**src/rtl/gray_binary_seq_if.sv**
```systemverilog
`timescale 1ns/1ps
`default_nettype none
// ============================================================================
//  Module      : gray_binary_seq_if
//  Description : Handshake bundle for gray_binary_seq. The input side carries
//                a Gray word (in_valid/in_ready/gray). The output side carries
//                the decoded binary word (out_valid/out_ready/bin).
//                step_err is present only when GRAY_BINARY_STEP_CHECK_EN is
//                defined.
//  Revision    : 1.0  initial release
// ============================================================================
interface gray_binary_seq_if #(
   parameter int N = 4
);
   logic         in_valid;
   logic         in_ready;
   logic [N-1:0] gray;
   logic         out_valid;
   logic         out_ready;
   logic [N-1:0] bin;
`ifdef GRAY_BINARY_STEP_CHECK_EN
   logic         step_err;
`endif

`ifdef GRAY_BINARY_STEP_CHECK_EN
   // Producer/consumer side: drives words in and takes results out
   modport master (
      output in_valid, gray, out_ready,
      input  in_ready, out_valid, bin, step_err
   );
   // Decoder side
   modport slave (
      input  in_valid, gray, out_ready,
      output in_ready, out_valid, bin, step_err
   );
`else
   // Producer/consumer side: drives words in and takes results out
   modport master (
      output in_valid, gray, out_ready,
      input  in_ready, out_valid, bin
   );
   // Decoder side
   modport slave (
      input  in_valid, gray, out_ready,
      output in_ready, out_valid, bin
   );
`endif
endinterface
`default_nettype wire

```
**src/rtl/gray_binary_seq.sv**
```systemverilog
`timescale 1ns/1ps
`default_nettype none
// ============================================================================
//  Module      : gray_binary_seq
//  Description : Sequential Gray-to-binary decoder. A Gray word is accepted
//                over a valid/ready handshake and resolved MSB-first, one bit
//                per clock, using bin[i] = bin[i+1] ^ gray[i]. The result is
//                held until downstream takes it. Latency from acceptance to
//                out_valid is N-1 cycles.
//                Optional macro GRAY_BINARY_STEP_CHECK_EN adds step_err. That
//                flag is raised when an accepted word differs from the
//                previously accepted word in more than one bit.
//  Revision    : 1.0  initial release
// ============================================================================
module gray_binary_seq #(
   parameter int N = 4            // word width, N >= 2
) (
   input  wire logic        clk,
   input  wire logic        rst_n,
   gray_binary_seq_if.slave bus
);

   // Bit index register is wide enough to hold N-2. N-1 still fits, which
   // covers the idx+1 read of the already-resolved neighbour bit.
   localparam int              c_idx_w     = $clog2(N);
   localparam logic [c_idx_w-1:0] c_idx_start = c_idx_w'(N - 2);
   localparam logic [c_idx_w-1:0] c_idx_one   = c_idx_w'(1);

   typedef enum logic [1:0] {
      ST_IDLE = 2'd0,
      ST_BUSY = 2'd1,
      ST_DONE = 2'd2
   } state_t;

   state_t               r_state;
   logic [N-1:0]         r_gray;       // captured Gray word
   logic [N-1:0]         r_bin;        // binary result, resolved MSB-first
   logic [c_idx_w-1:0]   r_idx;        // next bit to resolve
   logic                 r_out_valid;

   logic                 w_accept;
   logic                 w_next_bit;

   // Words are only taken in IDLE. BUSY and DONE ignore in_valid.
   assign w_accept   = bus.in_valid && (r_state == ST_IDLE);

   // Each binary bit is the bit above it XORed with the Gray bit at its own
   // position. The bit above is always resolved already.
   assign w_next_bit = r_bin[r_idx + c_idx_one] ^ r_gray[r_idx];

   // Decode FSM: capture on accept, resolve one bit per edge, hold until taken
   always_ff @(posedge clk or negedge rst_n) begin
      if (!rst_n) begin
         r_state     <= ST_IDLE;
         r_gray      <= '0;
         r_bin       <= '0;
         r_idx       <= '0;
         r_out_valid <= 1'b0;
      end else begin
         case (r_state)
            ST_IDLE: begin
               if (w_accept) begin
                  // The MSB of a Gray word equals the binary MSB. Lower bits
                  // start clean so no stale result bits linger in bin.
                  r_gray  <= bus.gray;
                  r_bin   <= {bus.gray[N-1], {(N-1){1'b0}}};
                  r_idx   <= c_idx_start;
                  r_state <= ST_BUSY;
               end
            end
            ST_BUSY: begin
               r_bin[r_idx] <= w_next_bit;
               if (r_idx == '0) begin
                  // Last bit resolved on this edge. idx stays at 0 and never
                  // wraps.
                  r_state     <= ST_DONE;
                  r_out_valid <= 1'b1;
               end else begin
                  r_idx <= r_idx - c_idx_one;
               end
            end
            ST_DONE: begin
               // The result handshake only returns to IDLE. A new word is
               // taken no earlier than the following edge.
               if (bus.out_ready) begin
                  r_state     <= ST_IDLE;
                  r_out_valid <= 1'b0;
               end
            end
            default: begin
               r_state     <= ST_IDLE;
               r_out_valid <= 1'b0;
            end
         endcase
      end
   end

   assign bus.in_ready  = (r_state == ST_IDLE);
   assign bus.out_valid = r_out_valid;
   assign bus.bin       = r_bin;

`ifdef GRAY_BINARY_STEP_CHECK_EN
   logic [N-1:0] r_prev;          // last accepted Gray word
   logic         r_seen;          // at least one word accepted since reset
   logic         r_step_err;
   logic [N-1:0] w_diff;
   logic         w_multi;

   assign w_diff  = bus.gray ^ r_prev;
   // More than one differing bit exactly when clearing the lowest set bit
   // still leaves a bit set.
   assign w_multi = |(w_diff & (w_diff - {{(N-1){1'b0}}, 1'b1}));

   // Step check: compare each accepted word with its predecessor
   always_ff @(posedge clk or negedge rst_n) begin
      if (!rst_n) begin
         r_prev     <= '0;
         r_seen     <= 1'b0;
         r_step_err <= 1'b0;
      end else if (w_accept) begin
         r_step_err <= r_seen & w_multi;
         r_prev     <= bus.gray;
         r_seen     <= 1'b1;
      end
   end

   assign bus.step_err = r_step_err;
`endif

endmodule
`default_nettype wire

```
**src/flat_wrapper.sv**
```systemverilog
// flat-port wrapper written by rule: the top's interface ports become plain ports
module gray_binary_seq_flat 
#(
   parameter int N = 4                                 
)
  (clk, rst_n, bus_in_valid, bus_gray, bus_out_ready, bus_in_ready, bus_out_valid, bus_bin);
  gray_binary_seq_if #(.N(N)) bus_i ();
  input  wire logic clk;
  input  wire logic rst_n;
  input wire logic [$bits(bus_i.in_valid)-1:0] bus_in_valid;
  input wire logic [$bits(bus_i.gray)-1:0] bus_gray;
  input wire logic [$bits(bus_i.out_ready)-1:0] bus_out_ready;
  output wire logic [$bits(bus_i.in_ready)-1:0] bus_in_ready;
  output wire logic [$bits(bus_i.out_valid)-1:0] bus_out_valid;
  output wire logic [$bits(bus_i.bin)-1:0] bus_bin;
  assign bus_i.in_valid = bus_in_valid;
  assign bus_i.gray = bus_gray;
  assign bus_i.out_ready = bus_out_ready;
  assign bus_in_ready = bus_i.in_ready;
  assign bus_out_valid = bus_i.out_valid;
  assign bus_bin = bus_i.bin;
  gray_binary_seq #(.N(N)) u_core (.clk(clk), .rst_n(rst_n), .bus(bus_i));
endmodule
```
**config.mk**
```make
export PLATFORM = sky130hd
export DESIGN_NAME = gray_binary_seq_flat
export DESIGN_NICKNAME = d
export VERILOG_FILES = /design/src/rtl/gray_binary_seq_if.sv /design/src/rtl/gray_binary_seq.sv /design/src/flat_wrapper.sv
export SDC_FILE = /design/constraint.sdc
export NUM_CORES = 1
export LEC_CHECK = 0
export CELL_PAD_IN_SITES_DETAIL_PLACEMENT = 1
export CELL_PAD_IN_SITES_GLOBAL_PLACEMENT = 1
export CORE_MARGIN = 2
export CORE_UTILIZATION = 38
export CTS_CLUSTER_SIZE = 30
export DETAILED_ROUTE_END_ITERATION = 7
export PLACE_DENSITY = 0.78
export SYNTH_ARGS = -nofsm -noshare
export SYNTH_HDL_FRONTEND = slang
export SYNTH_SLANG_ARGS = --single-unit
```
**constraint.sdc**
```tcl
create_clock -name clk -period 2.52 [get_ports clk]
set_clock_uncertainty 0.15 [all_clocks]
set_input_delay 0.756 -clock clk [delete_from_list [all_inputs] [get_ports clk]]
set_output_delay 0.756 -clock clk [all_outputs]
set_load 0.03 [all_outputs]
```
Yosys cells after proc, flatten, opt, wreduce, memory -nomap -nowiden
Cells that the tools add are included.
{"block": "word_totals", "reg_bits": 13, "latch_bits": 0, "ram_bits": 0, "romBits": 0, "inputBits": 8, "out_inout_bits": 6, "elab_cells": 47, "n_memories": 0}
{"block": "classes", "n_addsub": 2, "n_mul": 0, "div": 0, "n_lt_le_gt_ge": 3, "eq_ne": 6, "shift": 0, "n_mux": 19, "bitwise_logic": 2, "n_reduce_logical": 10}
{"op": "$mux W2", "n": 5}
{"op": "$reduce_and A3 Y1", "n": 3}
{"op": "$pmux W4 S2", "n": 1}
{"op": "$lt A2 B3 Y1 const B", "n": 2}
{"op": "$pmux W2 S3", "n": 1}
{"op": "$mux W1", "n": 5}
{"op": "$bmux W1 S2", "n": 2}
{"op": "$bwmux W4", "n": 1}
{"op": "$logic_not A2 Y1", "n": 2}
{"op": "$mux W4", "n": 1}
{"op": "$ne A2 B1 Y1 const B", "n": 2}
{"op": "$ne A2 B2 Y1 const B", "n": 2}
{"op": "$pmux W2 S2", "n": 1}
{"op": "$reduce_and A2 Y1", "n": 2}
{"op": "$pmux W1 S3", "n": 1}
{"op": "$add A2 B1 Y2 const B", "n": 1}
{"op": "$demux W1 S2", "n": 1}
{"op": "$eq A2 B1 Y1 const B", "n": 1}
{"op": "$eq A2 B2 Y1 const B", "n": 1}
{"op": "$ge A2 B1 Y1 const B", "n": 1}
{"op": "$logic_and A1 B1 Y1", "n": 2}
{"op": "$reduce_bool A2 Y1", "n": 1}
{"op": "$sub A2 B1 Y2 const B", "n": 1}
{"op": "$not A1 Y1", "n": 1}
{"op": "$xor A1 B1 Y1", "n": 1}

Longest topological paths before layout
{"block": "logic_depth", "ltp_word": 6, "depth_mapped": 5, "ltp_nobuf": 5}

Worst setup path after synthesis
No wires, ideal clock.
{"block": "synth_timing", "path_type": "reg-to-output", "from": "register u_core.r_state[0]", "to": "output bus_in_ready", "t_arrival_ps": 991, "required_ps": 1614, "path_slack_ps": 623, "stages_incl_launch_ff": 3, "n_path_buf": 1, "path_cell_list": "dfrtp_1 > clkbuf_1 > nor2_1"}
{"block": "synth_between", "elab_chain_cells": 1}
{"item": "start: declaration", "line_no": "gray_binary_seq.sv:35", "text": "state_t r_state;"}
{"item": "start signal: assignment", "line_no": "gray_binary_seq.sv:54", "text": "r_state <= ST_IDLE;"}
{"item": "start signal: assignment", "line_no": "gray_binary_seq.sv:68", "text": "r_state <= ST_BUSY;"}
{"item": "start signal: assignment", "line_no": "gray_binary_seq.sv:76", "text": "r_state <= ST_DONE;"}
{"item": "$logic_not A2 Y1", "line_no": "gray_binary_seq.sv:98", "text": "assign bus.in_ready = (r_state == ST_IDLE);"}
{"item": "end: declaration", "line_no": "flat_wrapper.sv:13", "text": "output wire logic [$bits(bus_i.in_ready)-1:0] bus_in_ready;"}
No other way between the ends.

Final worst setup path
{"block": "layout_timing", "from": "register u_core.r_state[1]", "to": "output bus_in_ready"}
Same word-level chain as after synthesis.

==> results.sh <==
export IMPL_cap_violations=0
export IMPL_fin_nets=88
export IMPL_period_minus_slack_ns=2.33
export IMPL_clkSinkCount=13
export IMPL_fmax_ghz=0.430
export IMPL_whs_path_depth=2
export IMPL_drive_above_1_share=0.187
export IMPL_intPower_uw=682
export IMPL_synth_simple_gate_area_frac=0.145
export IMPL_wl_per_cell_um=14.5
export IMPL_drt_vias_per_instance=4.96
export IMPL_outcome="complete, no violations"
export IMPL_fillerInstances=185
export IMPL_routed_wl_um=1450
export IMPL_grt_max_degree=14
export IMPL_cts_setup_buffers=0
export IMPL_hold_violations=0
export IMPL_ys_seq_area_frac=0.478
export IMPL_crit_chain="nor2_1 -> clkdlybuf4s50_1"
export IMPL_antenna_found_initial=0
export IMPL_regArea_um2=325
export IMPL_multi_input_area_um2=328
export IMPL_gp_congestion=0.740
export IMPL_ys_types=22
export IMPL_slew_violations=0
export IMPL_reg2reg_slack_ns=0.60
export IMPL_busiest_layer="met2"
export IMPL_ys_ff_latch=13
export IMPL_clk_path_buf_depth=2
export IMPL_postLayoutCoreUtil=0.510
export IMPL_synth_top_area_cell="dfrtp_1"
export IMPL_synth_area_top_cells="dfrtp_1, ha_1, mux2_2"
export IMPL_r2r_start="u_core.r_idx[0]$_DFFE_PN0P_"
export IMPL_critPathKind="reg -> out"
export IMPL_finalCritPeriodShare=0.923
export IMPL_switching_share=0.416
export IMPL_grt_pass1_wl_um=2370
export IMPL_port_buffers=13
export IMPL_cts_hold_buf=0
export IMPL_synth_top_family_by_area="simple AND/OR/NAND/NOR gates"
export IMPL_critical_path_max_stage_delay_ns=0.67
export IMPL_cp_data_arrival_time_ns=1.42
export IMPL_hold_path_end="u_core.bus.out_valid$_DFFE_PN0P_"
export IMPL_initial_utilization=0.399
export IMPL_synth_nets=71
export IMPL_startpoint_type="flip-flop"
export IMPL_combPwrFrac=0.557
export IMPL_tightestPinTransition_ns=0.610
export IMPL_layout_common_cells="clkdlybuf4s50_1, dfrtp_1"
export IMPL_postPlaceCellArea_um2=845
export IMPL_switchingPower_uw=485
export IMPL_num_vias=496
export IMPL_path_clk_slew_ns=0.08
export IMPL_min_from="u_core.bus.out_valid$_DFFE_PN0P_"
export IMPL_synthMuxAreaShare=0.132
export IMPL_dp_hpwl_um=1100
export IMPL_h_tree_depth=1
export IMPL_use_met3=0.0353
export IMPL_power_density_nw_per_um2=1340
export IMPL_reg2reg_depth=5
export IMPL_met1_usage=0.214
export IMPL_diodes=0
export IMPL_power_frac_seq=0.334
export IMPL_worstPathMaxFanout=2
export IMPL_die_w_um=46.3
export IMPL_rsz0062_at_grt="no"
export IMPL_cts_buffers=3
export IMPL_critPathRequiredTime_ns=1.61
export IMPL_syn_to_final_growth_pct=27.9
export IMPL_grt_ovfl_total=0
export IMPL_synth_top_cell_area_share=0.478
export IMPL_clkLatencyLatePin_ns=0.27
export IMPL_finalInstanceArea_um2=871
export IMPL_setup_violations_final=0
export IMPL_cp_slowest_cell="clkdlybuf4s50_1"
export IMPL_synthXorXnorAreaFrac=0.0239
export IMPL_cts_root_buf="clkbuf_4"
export IMPL_setup_tns_ns=0
export IMPL_synth_compound_area_frac=0.107
export IMPL_cts_tree="built"
export IMPL_grtUsageTotal=0.163
export IMPL_core_um2=1710
export IMPL_synthAdderAreaFrac=0.0735
export IMPL_drt_pass1_iter_count=4
export IMPL_holdWs_ns=0.375
export IMPL_end_kind="primary output"
export IMPL_gr_usage_met2=0.247
export IMPL_grt_pass1_vias=484
export IMPL_cts_resized=0
export IMPL_drt_iter0_markers=4
export IMPL_die_y_um=46.3
export IMPL_ir_drop_uv=654
export IMPL_p_total_mw=1.17
export IMPL_synth_cells=59
export IMPL_max_slew_margin=0.592
export IMPL_p_clk_frac=0.110
export IMPL_io_pins=14
export IMPL_synth_warnings=0
export IMPL_power_leakage_nw=0.375
export IMPL_synth_area_um2=681
export IMPL_syn_area_per_cell_um2=11.5
export IMPL_reg2reg_to="u_core.bus.bin[2]$_DFFE_PN0P_"
export IMPL_dieArea_um2=2150
export IMPL_drc=0
export IMPL_core_rowCount=15
export IMPL_hold_path_class="reg -> reg"
export IMPL_antenna_left=0
[cell usage after synthesis (all sizes together)]
cell type	count
o21ai	7
buf	1
or3b	2
nand3	4
inv	4
nor2b	1
nand2b	1
a2bb2oi	1
ha	4
clkbuf	2
nor2	2
a21oi	1
o22a	1
o221ai	1
dfrtp	13
nand2	3
nand3b	4
xnor2	1
mux4	2
mux2	4
[layout make-up]
type                       instances  area share
timing repair buffer              15       0.167
sequential                        13       0.374
clock buffer                       4      0.0302
tap                               25      0.0359
multi-input combinational         39       0.376
inverter                           4      0.0172
[through the flow]
step | setup WS [ns] | cells
after CTS | 0.177 | 100
after floorplan | 0.623 | 59
final | 0.193 | 100
after detailed placement | 0.140 | 96
after global placement | 0.160 | 96
after global routing | 0.101 | 100
[power by group through the flow]
stage	Combinational (mW)	Sequential (mW)	Clock [mW]
6_report	0.650	0.390	0.128
5_1_grt	0.710	0.402	0.149
4_1_cts	0.655	0.389	0.132
3_5_place_dp	0.654	0.394	0
3_3_place_gp	0.635	0.384	0
2_1_floorplan	0.422	0.417	0
[worst max-delay path, delay by kind of cell (launching register included)]
kind / cells / cell delay [ns]
buffers and inverters: 1 / 0.67
and+or+nand+nor: 1 / 0.09
DFF: 1 / 0.40
[logic make-up (layout without fill, tap and decap cells)]
kind of cell	count (synthesis)	after routing
simple gates	17	17
xor+xnor	1	1
mux	6	6
flops	13	13
fa+ha+maj	4	4
compound gates	11	11
buf+inv	7	23
[routing by layer]
metal	routed length (um)	vias to the layer above
met1	675	246
met4	19	0
met5	0	-
met3	31	2
met2	727	9
li1	-	239
[registers in the layout (all words and copies together) (netlist names)]
signal,cells
u_core.bus.out_valid,1
u_core.r_gray,4
u_core.r_state,2
u_core.bus.bin,4
u_core.r_idx,2
[worst max path at each step]
stage,start,endpoint,cells past startpoint
2_1_floorplan,u_core.r_state[0]$_DFFE_PN0P_,bus_in_ready,2
3_3_place_gp,bus_in_valid,u_core.r_gray[0]$_DFFE_PN0P_,3
3_5_place_dp,bus_in_valid,u_core.r_gray[2]$_DFFE_PN0P_,3
4_1_cts,u_core.r_state[0]$_DFFE_PN0P_,bus_in_ready,2
5_1_grt,u_core.r_state[0]$_DFFE_PN0P_,bus_in_ready,2
6_report,u_core.r_state[1]$_DFFE_PN0P_,bus_in_ready,2
Note: power is estimated with default switching activity, not from simulation.
